## config.mk

```make
export PLATFORM = sky130hd
export DESIGN_NAME = sdc_frame_serdes
export DESIGN_NICKNAME = d
export VERILOG_FILES = /design/src/rtl/sdc_frame_serdes.sv
export SDC_FILE = /design/constraint.sdc
export NUM_CORES = 1
export LEC_CHECK = 0
export ABC_AREA = 1
export ABC_CLOCK_PERIOD_IN_PS = 1600
export CORE_ASPECT_RATIO = 0.5
export CORE_MARGIN = 2
export CORE_UTILIZATION = 49
export DETAILED_ROUTE_END_ITERATION = 10
export GPL_ROUTABILITY_DRIVEN = 0
export PLACE_DENSITY = 0.8
export RECOVER_POWER = 25
export SYNTH_ARGS = -nofsm -noshare
export SYNTH_HDL_FRONTEND = slang
export SYNTH_SLANG_ARGS = --single-unit
export TNS_END_PERCENT = 50
```

## constraint.sdc

```tcl
create_clock -name clock -period 1.6 [get_ports clock]
set_input_delay 0.32 -clock clock [delete_from_list [all_inputs] [get_ports clock]]
set_output_delay 0.32 -clock clock [all_outputs]
set_load 0.005 [all_outputs]
```

## src/rtl/sdc_frame_serdes.sv

```systemverilog
// Full-duplex frame shifter for the FPGA-to-SDC link. A parallel TX frame
// is loaded through a valid/ready handshake and then shifted one bit per
// shift_en strobe. Each strobe sends one bit and captures one incoming bit.
// At frame end the captured frame is latched into rx_frame and frame_done
// pulses for one cycle.
module sdc_frame_serdes #(
  parameter int NBYTES    = 6,
  parameter int BYTE_W    = 8,
  parameter bit MSB_FIRST = 1'b1,
  localparam int W        = NBYTES * BYTE_W,
  localparam int CW       = $clog2(W + 1)
) (
  input  logic          clock,
  input  logic          reset,
  input  logic          load_valid,
  output logic          load_ready,
  input  logic [W-1:0]  load_data,
  input  logic          shift_en,
  input  logic          serial_in,
  output logic          serial_out,
  input  logic          abort,
  output logic          busy,
  output logic [CW-1:0] bit_cnt,
  output logic [W-1:0]  rx_frame,
  output logic          frame_done
);

  typedef enum logic {IDLE = 1'b0, SHIFT = 1'b1} state_e;

  state_e        state_q, state_d;
  logic [W-1:0]  shreg_q, shreg_d;
  logic [W-1:0]  rx_q, rx_d;
  logic [CW-1:0] cnt_q, cnt_d;
  logic          done_q, done_d;
  logic [W-1:0]  shift_nxt;
  logic          last_bit;

  assign last_bit = (cnt_q == CW'(W - 1));

  // Shift register contents after one strobe, in the configured bit order.
  // The outgoing bit leaves one end while the incoming bit enters the other.
  always_comb begin
    if (MSB_FIRST) shift_nxt = {shreg_q[W-2:0], serial_in};
    else           shift_nxt = {serial_in, shreg_q[W-1:1]};
  end

  // Next-state logic. abort wins over a same-cycle strobe, including the
  // final one, so an aborted frame never reaches rx_frame.
  always_comb begin
    state_d = state_q;
    shreg_d = shreg_q;
    cnt_d   = cnt_q;
    rx_d    = rx_q;
    done_d  = 1'b0;
    case (state_q)
      IDLE: begin
        if (load_valid) begin
          shreg_d = load_data;
          cnt_d   = '0;
          state_d = SHIFT;
        end
      end
      SHIFT: begin
        if (abort) begin
          cnt_d   = '0;
          state_d = IDLE;
        end else if (shift_en) begin
          shreg_d = shift_nxt;
          if (last_bit) begin
            rx_d    = shift_nxt;
            done_d  = 1'b1;
            cnt_d   = '0;
            state_d = IDLE;
          end else begin
            cnt_d = cnt_q + CW'(1);
          end
        end
      end
      default: state_d = IDLE;
    endcase
  end

  // State registers with synchronous reset.
  always_ff @(posedge clock) begin
    if (reset) begin
      state_q <= IDLE;
      shreg_q <= '0;
      rx_q    <= '0;
      cnt_q   <= '0;
      done_q  <= 1'b0;
    end else begin
      state_q <= state_d;
      shreg_q <= shreg_d;
      rx_q    <= rx_d;
      cnt_q   <= cnt_d;
      done_q  <= done_d;
    end
  end

  assign busy       = (state_q == SHIFT);
  assign load_ready = (state_q == IDLE);
  assign serial_out = MSB_FIRST ? shreg_q[W-1] : shreg_q[0];
  assign bit_cnt    = cnt_q;
  assign rx_frame   = rx_q;
  assign frame_done = done_q;

endmodule
```

# Yosys cells after proc, flatten, opt, wreduce, memory -nomap -nowiden
# Cells that the tools add are included.
# op_classes
n_addsub,1
eq_ne,5
muxes,15
bitwise_logic,3
n_reduce_logical,4
# op_table
operator,n
48-bit two-way mux,3
48-bit one-hot mux with 2 select lines,1
6-bit two-way mux,4
6-bit one-hot mux with 2 select lines,1
"6-bit by 1-bit adder with 6-bit output, second input constant",1
"6-bit equality test, second input constant",1
"2-bit inequality test, second input constant",3
1-bit two-way mux,5
4-bit AND reduction,1
4-bit OR reduction,1
"3-bit inequality test, second input constant",1
1-bit NOT,3
3-bit AND reduction,1
1-bit one-hot mux with 2 select lines,1
2-bit AND reduction,1
# word_totals
regBits,104

# Logic depth before layout (Yosys ltp)
# logic_depth
word_depth,5
mapped_depth,9

# Worst setup path before layout
# Ideal clock, no wire load.
# synth_path
kind,register to register
from,"reg cnt_q[0], in the netlist bit_cnt[0]"
to,"reg rx_q[28], in the netlist rx_frame[28]"
setup_ns,0.132
arrival_ns,1.292
path_slack_ns,0.175
path_stages_with_launch,9
period_less_slack_ns,1.425
cell_sequence,dfxtp_1 -> ha_1 -> nand3_2 -> nor2_4 -> nand2_1 -> buf_4 -> buf_6 -> nand2_1 -> a21oi_1
# synth_between
elab_chain_cells,2
# synth_lines
element,line_no,source
from (decl),33,"logic [CW-1:0] cnt_q, cnt_d;"
from (signal assigned),95,cnt_q <= cnt_d;
6-bit equality test,38,assign last_bit = (cnt_q == CW'(W - 1));
4-bit AND reduction (no line),n/a,
to (signal assigned),94,rx_q <= rx_d;
to (decl),32,"logic [W-1:0] rx_q, rx_d;"
# Every way passes these cells.
# A chain may end at the register's enable or synchronous reset.

# Worst setup path after layout
# layout_path
from,"reg rx_q[13], in the netlist rx_frame[13]"
to,out rx_frame[13]
# layout_lines
element,line_no,source
to (decl),24,"output logic [W-1:0] rx_frame,"
# No word-level cell between the ends.

==> metrics.md <==
| Metric | Value |
|---|---|
| Slew @ Worst Pin | `approximately 0.58 ns` |
| Critical path startpoint category | `flop` |
| Pleak | `~0.0025 uW` |
| Final min period | `between 1.5 and 2 ns` |
| Synth cell types | `18` |
| Count leader, synth | `nand2_1` |
| CP max stage delay | `0.52 ns` |
| Final Hold Viols | `0` |
| Dominant synthesized flop cell | `dfxtp_1` |
| Fmax achieved | `about 640 MHz` |
| Met2 usage | `about two fifths` |
| Net Sw Frac | `about 25%` |
| Seq pwr share | `48.0%` |
| Clk sinks | `between 100 and 150` |
| Mapped Cells | `between 600 and 700` |
| Share of the synthesized area in the top cell type | `between 40% and 50%` |
| Antenna viol nets, final | `0` |
| Synth Net Count | `between 700 and 800` |
| Arr. time, crit path | `1.25 ns` |
| Pwr per Cell Area | `between 900 and 1000 nW/um2` |
| Initial antenna violation count | `0` |
| Cell taking the most area after synthesis | `dfxtp_1` |
| Pre-CTS setup slack | `-0.0996 ns` |
| Crit-path slowest cell | `clkdlybuf4s50_1` |
| Max-cap violation count | `0` |
| Post-CTS Setup Bufs | `0` |
| Kind of critical path | `reg2out` |
| Synth-to-layout area growth | `34.1%` |
| DRC viols | `0` |
| Bufs and invs on worst path | `1` |
| Clk pwr share | `39.6%` |
| Final Worst Setup Slack | `between 0.03 and 0.04 ns` |
| Diode count | `0` |
| Overflow after GRT | `0` |
| Root Buffer | `clkbuf_16` |
| First-pass GRT wire length | `around 19000 um` |
| RSZ-0062 raised after global routing | `false` |
| Area contributors post-synth | `dfxtp_1 (47%), nand2_1 (18%), nor2_1 (8.7%)` |
| Initial drt markers | `about 320` |
| Worst EP required | `roughly 1.3 ns` |
| Htree depth | `3` |
| Tcrit/Tclk final | `98.0%` |
| Floorplan row count | `24` |
| Placed cell area | `5700 um2` |
| Inserted Clock Buffers | `9` |
| Post-synthesis instance area | `about 4500 um2` |
| Met1 Track Usage GR | `30.1%` |
| Via density per instance | `roughly 5.2` |
| Syn Area/Cell | `6.89 um2` |
| Die span in y | `approximately 72 um` |
| Critical-path cell list | `clkdlybuf4s50_1` |
| Ys async rst share | `0%` |
| WL/cell | `13.6 um` |
| GRT Util Overall | `24.1%` |
| Hold Buf Count CTS | `0` |
| Class of the worst hold path | `in2reg` |
| CTS tree | `done` |
| Global Route met3 Usage | `approximately 5.5%` |
| Count of final setup violators | `0` |
| YS warnings | `0` |
| Pins Over Slew Limit | `0` |
| IO Pins | `roughly 110` |
| CORE AREA | `between 8000 and 9000 um2` |
| Cell Int Power | `4390 uW` |
| Synth cell count leaders | `nand2_1 (216), dfxtp_1 (104), nor2_1 (104), nand3_1 (54), a21oi_1 (50)` |
| Logic pwr share | `12.4%` |
| Crit path max-delay family | `buffers and inverters` |
| Clock latency on the worst-skew pair | `0.35 ns` |
| Routed via count | `~4.5k` |
| Number of synthesized flops with an enable pin | `0` |
| Clk_skew | `a little under 0.003 ns` |
| Vias in the first global route | `between 4k and 5k` |
| Worst IR Drop VDD | `approximately 0.63 mV` |
| First drt pass iteration count | `5` |
| Initial core utilization | `between 50% and 60%` |
| Worst slew margin | `61.5%` |
| Status | `completed` |
| Largest net degree at the start of global routing | `51` |
| PortBufs | `around 110` |
| Design Area, Final | `between 5000 and 6000 um2` |
| Switching Power | `about 1500 uW` |
| Share of layout cells above drive strength 1 | `under 10%` |
| DPL Wire Length | `between 7000 and 8000 um` |
| Die W | `139 um` |
| Worst-path clk slew | `roughly 0.07 ns` |
| Final net count | `800` |
| Synthesized flop and latch total | `around 100` |
| Kind of end point of the critical path | `output pin` |
| CTS max path bufs | `2` |
| GRT Max-Usage Layer | `met2` |
| Drt total wl | `11800 um` |
| Die area | `between 9000 and 10000 um2` |
| Register area share after synthesis | `~47%` |
| Max FO, Critical Path | `2` |
==> power by group through the flow <==
stage          logic, uW  clock network (uW)  registers (uW)
2_1_floorplan        460                   0            2840
3_3_place_gp         719                   0            2870
3_5_place_dp         732                   0            2870
4_1_cts              733                2350            2810
5_1_grt              816                2460            2830
6_report             729                2320            2820
==> metal layers <==
metal | vias up | share of wire (%)
met3 | 18 | 5.8
met2 | 133 | 47
met4 | 0 | 1.7
li1 | 2247 | -
met5 | - | 0
met1 | 2076 | 45
==> registers in the layout, indices dropped and copies added (netlist names) <==
signal / cells
rx_frame: 48
shreg_q: 48
bit_cnt: 6
busy: 1
frame_done: 1
==> final timing paths <==
kind,start,end,slack (ns),cells past startpoint
worst min-delay path,reset,bit_cnt[2],0.34,4
worst min register to register,rx_frame[27],rx_frame[27],0.46,2
worst max-delay path,rx_frame[13],rx_frame[13],0.03,1
worst max register to register,bit_cnt[1],rx_frame[11],0.16,7
==> cells by family (layout without fill, tap and decap cells) <==
kind of cell / Yosys count / after routing / share of synthesized area, %
AOI/OAI and AO/OA: 102 / 102 / 11.5
DFF: 104 / 104 / 46.6
buffers and inverters: 63 / 163 / 7.75
and+or+nand+nor: 379 / 379 / 33.9
adders and majority gates: 1 / 1 / 0.280
==> metrics by stage <==
step	TNS (ns)	std cells	power, uW	hold slack, ns	utilization (%)
2_1_floorplan	0	649	3300	0.455	-
3_3_place_gp	-3.93	851	3590	0.448	64.8
3_5_place_dp	-6.06	851	3600	0.451	64.8
4_1_cts	0	866	5900	0.341	68.3
5_1_grt	0	866	6100	0.380	68.1
6_report	0	866	5870	0.343	68.1
==> layout make-up <==
class	instances	area, um2
clock buffer	9	225
multi-input combinational	482	2040
clock inverter	6	85.1
inverter	15	56.3
tap	117	146
sequential	104	2090
timing repair buffer	133	1350
fill	748	2800
==> cell usage in the layout, fill, tap and decap left out, types with 5 or more instances in the layout <==
master	instances
clkdlybuf4s50_1	106
clkbuf_16	9
dfxtp_1	98
buf_4	15
o21ai_0	31
nor2_1	104
a21oi_1	50
buf_12	6
inv_1	11
nand3_1	55
dfxtp_2	5
nand2_1	215
o21ai_1	20
==> what timing repair did <==
item / CTS / global route
cloned: 0 / 0
pin swaps: 0 / 0
setup endpoints to repair: 6 / 3
endpoints found under the hold margin: 0 / 0
resized for setup: 7 / 3
==> tightest hold or removal path: stages <==
cell and delay, ns:
buf_2 0.09, inv_1 0.11, nand2_1 0.10, a21oi_1 0.03
(Power assumes the default switching activity.)
